<file path="src/rtl/simple_circuit_pipe.sv">
// Pipelined d = (a & b) | ~c, e = ~c over WIDTH-bit vectors with valid/ready on both sides.
// Stages compact into empty slots; xfer_count counts output transfers and wraps.
module simple_circuit_pipe #(
    parameter int WIDTH  = 4,
    parameter int STAGES = 2,
    parameter int CNT_W  = 8
) (
    input  logic             clk,
    input  logic             rst,
    input  logic             in_valid,
    output logic             in_ready,
    input  logic [WIDTH-1:0] a,
    input  logic [WIDTH-1:0] b,
    input  logic [WIDTH-1:0] c,
    output logic             out_valid,
    input  logic             out_ready,
    output logic [WIDTH-1:0] d,
    output logic [WIDTH-1:0] e,
    output logic [CNT_W-1:0] xfer_count
);

    logic [STAGES-1:0] valid_q;
    logic [STAGES-1:0] valid_d;
    logic [WIDTH-1:0]  d_q [STAGES];
    logic [WIDTH-1:0]  d_d [STAGES];
    logic [WIDTH-1:0]  e_q [STAGES];
    logic [WIDTH-1:0]  e_d [STAGES];
    logic [STAGES-1:0] stage_open;
    logic [CNT_W-1:0]  xfer_count_q;
    logic [CNT_W-1:0]  xfer_count_d;
    logic              accept;
    logic              xfer;

    always_comb begin
        valid_d      = valid_q;
        d_d          = d_q;
        e_d          = e_q;
        stage_open   = '0;
        accept       = 1'b0;
        xfer         = valid_q[STAGES-1] && out_ready;
        xfer_count_d = xfer_count_q;

        // Openness ripples from the output back toward the input so a full
        // pipe can still accept while the head is being consumed.
        for (int k = STAGES - 1; k >= 0; k--) begin
            if (k == STAGES - 1) begin
                stage_open[k] = !valid_q[k] || out_ready;
            end else begin
                stage_open[k] = !valid_q[k] || stage_open[k+1];
            end
        end

        accept = in_valid && !rst && stage_open[0];

        if (stage_open[0]) begin
            valid_d[0] = accept;
            if (accept) begin
                d_d[0] = (a & b) | ~c;
                e_d[0] = ~c;
            end
        end

        for (int k = 1; k < STAGES; k++) begin
            if (stage_open[k]) begin
                valid_d[k] = valid_q[k-1];
                if (valid_q[k-1]) begin
                    d_d[k] = d_q[k-1];
                    e_d[k] = e_q[k-1];
                end
            end
        end

        if (xfer) begin
            xfer_count_d = xfer_count_q + 1'b1;
        end
    end

    always_ff @(posedge clk) begin
        if (rst) begin
            valid_q      <= '0;
            xfer_count_q <= '0;
            for (int k = 0; k < STAGES; k++) begin
                d_q[k] <= '0;
                e_q[k] <= '0;
            end
        end else begin
            valid_q      <= valid_d;
            xfer_count_q <= xfer_count_d;
            for (int k = 0; k < STAGES; k++) begin
                d_q[k] <= d_d[k];
                e_q[k] <= e_d[k];
            end
        end
    end

    assign in_ready   = !rst && stage_open[0];
    assign out_valid  = valid_q[STAGES-1];
    assign d          = d_q[STAGES-1];
    assign e          = e_q[STAGES-1];
    assign xfer_count = xfer_count_q;

endmodule

</file>
<file path="config.mk">
export PLATFORM = sky130hd
export DESIGN_NAME = simple_circuit_pipe
export DESIGN_NICKNAME = d
export VERILOG_FILES = /design/src/rtl/simple_circuit_pipe.sv
export SDC_FILE = /design/constraint.sdc
export NUM_CORES = 1
export LEC_CHECK = 0
export CAP_MARGIN = 0
export CORE_MARGIN = 1.5
export CORE_UTILIZATION = 35
export CTS_CLUSTER_SIZE = 20
export DETAILED_ROUTE_END_ITERATION = 6
export PLACE_DENSITY = 0.65
export SETUP_SLACK_MARGIN = 0.15
export SLEW_MARGIN = 10
export SYNTH_ARGS = -nofsm -noshare
export SYNTH_HDL_FRONTEND = slang
export SYNTH_SLANG_ARGS = --single-unit
</file>
<file path="constraint.sdc">
create_clock -name clk -period 1.5 [get_ports clk]
set_input_delay 0.15 -clock clk [delete_from_list [all_inputs] [get_ports clk]]
set_output_delay 0.15 -clock clk [all_outputs]
set_load 0.005 [all_outputs]
</file>
==> results.py, run 1 <==
metrics = {
    "power": {
        "peakVddDrop_mv": 0.317,
        "switching_share_pct": 23.3,
        "pwr-share-comb_pct": 12.9,
        "total_leakage_power_nw": 0.776,
        "seqPwrFrac_pct": 59.0,
        "internal-power_mw": 0.958,
        "powerDensity_nw_per_um2": 764,
        "power_switching_mw": 0.291,
        "p_clk_share_pct": 28.1,
    },
    "job": {
        "drv_cap": 0,
    },
    "worst_setup_path": {
        "rrSetupSlack_ns": 0.17,
        "critPathMaxFanout": 7,
        "crit_type": "primary input to flip-flop",
        "required_ns": 1.75,
        "reg2reg_to": "xfer_count[7]$_SDFFE_PP0P_",
        "r2r-start": "xfer_count[2]$_SDFFE_PP0P_",
        "end_kind": "flip-flop",
        "startpoint_type": "primary input",
        "ff2ff_path_depth": 4,
        "arrival_ns": 1.58,
    },
    "sta": {
        "final-hold-violation-count": 0,
        "grt_setup_unrepaired": "yes",
        "fin_worst_skew_ns": 0.00139,
        "fin_crit_sh_pct": 88.9,
        "fmax_mhz": 750,
        "tns_ns": 0,
        "drv_slew": 0,
        "min_period_ns": 1.33,
        "slew_headroom_pct": 79.4,
        "setup_slack_ns": 0.167,
        "setup_viol": 0,
        "tightest_slew_ns": 0.309,
    },
    "placement": {
        "placedCellCount": 199,
        "pre_cts_slack_ns": -0.194,
        "io_buffers": 33,
        "gp_congestion": 0.823,
        "placedInstanceArea_um2": 1480,
        "hpwl_mm": 1.84,
    },
    "global_routing": {
        "overflow": 0,
        "grt_pass1_vias": 982,
        "grt_pass1_wl_mm": 4.27,
        "grt.total_usage_pct": 15.8,
        "grt_max_degree": 27,
        "antenna_found_initial": 0,
    },
    "route": {
        "drt-initial-drc-count": 35,
        "antenna_left": 0,
        "wl_mm": 2.61,
        "drc": 0,
        "dr.pass1.iters": 4,
        "vias": 1056,
        "wire_per_inst_um": 12.3,
        "viasPerCell": 4.98,
    },
    "worst_hold_path": {
        "hold-path-endpoint": "d_q[4]$_SDFFE_PP0P_",
        "holdPathStages": 3,
        "hp-start": "b[0]",
        "hold_class": "primary input to flip-flop",
    },
    "final_layout": {
        "design_area_um2": 1630,
        "fin_cells": 212,
        "fin_util_pct": 54.0,
        "fin_nets": 186,
        "area.sequential_um2": 544,
        "fillers": 279,
        "multi_input_comb_area_um2": 488,
        "n_antenna_cell": 0,
        "post_route_cells_drive_above_1_share_pct": 28.0,
        "area.growth.synth_to_final_pct": 48.2,
    },
    "cts": {
        "cts_buffer_depth": 2,
        "worstSkewPairLatency_ns": 0.32,
        "tritoncts": "done",
        "cts-root-buf": "clkbuf_4",
        "clkSinkCount": 26,
        "clkTransAtPathRegs_ns": 0.14,
        "numCtsBuffers": 3,
        "h-tree-depth": 1,
    },
    "yosys": {
        "synth-xor-area-share_pct": 1.59,
        "ys_warn_count": 0,
        "synth_async_sr_flop_share_pct": 0,
        "synth_fp_nets": 144,
        "syn_inst": 127,
        "yosys-top-cells-count": "26 x dfxtp_1, 25 x a21oi_1, 13 x nand3_1",
        "yosys.area_share.adder_pct": 1.14,
        "yosysTopAreaCell": "dfxtp_1",
        "synth_top_area_share_pct": 47.2,
        "synthDistinctLibCells": 23,
        "synth-seq-area-share_pct": 47.2,
        "ys_ff_latch": 26,
        "synth-compound-area-share_pct": 25.3,
        "synth_edf_count": 0,
        "synth-simple-area-share_pct": 15.3,
        "syn_area_per_cell_um2": 8.68,
        "yosysMostFrequentCell": "dfxtp_1",
        "synthMuxAreaShare_pct": 0,
        "synth_area_leaders": "dfxtp_1 47%, a21oi_1 11%, nand3_1 5.9%, buf_4 5.4%, o21ai_0 4.5%",
        "yosys_most_used_dff": "dfxtp_1",
        "synth_top_family_by_area": "compound AO/OA/AOI/OAI gates",
        "netlist_area_um2": 1100,
    },
    "die": {
        "die_height_um": 59.1,
        "start_util_pct": 36.4,
        "dieArea_um2": 3500,
        "core_um2": 3030,
        "die_w_um": 59.1,
        "io_pins": 34,
        "rows": 20,
    },
    "run_status": {
        "outcome": "finished clean",
    },
}
==> power groups by stage <==
stage | clock network, mW | registers (mW) | logic, mW
2_1_floorplan | 0 | 0.747 | 0.0787
3_5_place_dp | 0 | 0.752 | 0.161
4_1_cts | 0.359 | 0.736 | 0.162
6_report | 0.351 | 0.737 | 0.161
3_3_place_gp | 0 | 0.751 | 0.157
5_1_grt | 0.389 | 0.741 | 0.177
==> worst max-delay path, cell delays in order <==
cell             delay, ns
clkdlybuf4s50_1       0.50
buf_4                 0.15
nand3_1               0.12
or4_1                 0.48
a21oi_1               0.18
==> routing by layer <==
metal	share of wire (%)	GRT usage (%)	wire [um]
met1	45	21.4	1180
met3	4.9	1.53	127
met5	0	0	0
met4	0.73	7.47	19
met2	49	25.4	1290
==> flip-flops by register name (all words and copies together), names as in the netlist <==
name        cells
d               4
xfer_count      8
d_q             4
e_q             4
valid_q         2
e               4
==> metrics by stage <==
| step | power (mW) | hold slack, ns |
|---|---|---|
| global placement | 0.908 | 0.462 |
| CTS | 1.26 | 0.384 |
| detailed placement | 0.913 | 0.468 |
| finish | 1.25 | 0.392 |
| floorplan | 0.826 | 0.247 |
| global route | 1.31 | 0.392 |
==> worst max path at each step <==
stage / from / to / cells after the start
floorplan: xfer_count[0]$_SDFFE_PP0P_ / xfer_count[6]$_SDFFE_PP0P_ / 4
global placement: out_ready / in_ready / 4
detailed placement: out_ready / in_ready / 4
CTS: out_ready / in_ready / 4
global route: valid_q[1]$_SDFFE_PP0P_ / xfer_count[6]$_SDFFE_PP0P_ / 4
finish: out_ready / xfer_count[7]$_SDFFE_PP0P_ / 5
==> cell usage in the layout, fill, tap and decap left out, drive strengths merged <==
cell type      instances
dlygate4sd2            4
ha                     1
or3                    2
o21ai                 10
or4                    3
inv                    3
xor2                   2
dlymetal6s2s          10
o31ai                  3
nand2                  8
clkdlybuf4s50         18
nand2b                 1
clkbuf                 5
a211oi                 4
nor2                   2
nand3                 14
dfxtp                 26
a311oi                 4
buf                   20
a21oi                 26
and2b                  1
nand3b                 1
==> cell families (layout without fill, tap and decap cells) <==
family	after synthesis	in the layout
DFF	26	26
and+or+nand+nor	32	32
xor gates and xnor gates	2	2
adders and majority gates	1	1
AOI/OAI and AO/OA	47	47
buffers and inverters	19	60
==> area by class of cell <==
class	instances	share of cell area [%]
Tap cell	44	3.37
Clock buffer	4	2.22
Sequential cell	26	33.3
Multi-Input combinational cell	82	29.9
Timing Repair Buffer	53	30.6
Inverter	3	0.689
==> timing repair <==
item	in CTS	in global routing
endpoints found under the setup margin	12	18
hold buffers	0	0
pin swaps	2	0
setup buffers	7	2
hold endpoints to repair	0	0
gates resized for setup	19	20
Power figures use the tool's default switching activity.
==> run 2: changes to the inputs <==
--- a/config.mk
+++ b/config.mk
@@ -12,7 +12,6 @@
 export DETAILED_ROUTE_END_ITERATION = 6
 export PLACE_DENSITY = 0.65
 export SETUP_SLACK_MARGIN = 0.15
-export SLEW_MARGIN = 10
 export SYNTH_ARGS = -nofsm -noshare
 export SYNTH_HDL_FRONTEND = slang
 export SYNTH_SLANG_ARGS = --single-unit
==> results of run 2 <==
The final DEF is identical to that of run 1; final timing and power are the same.
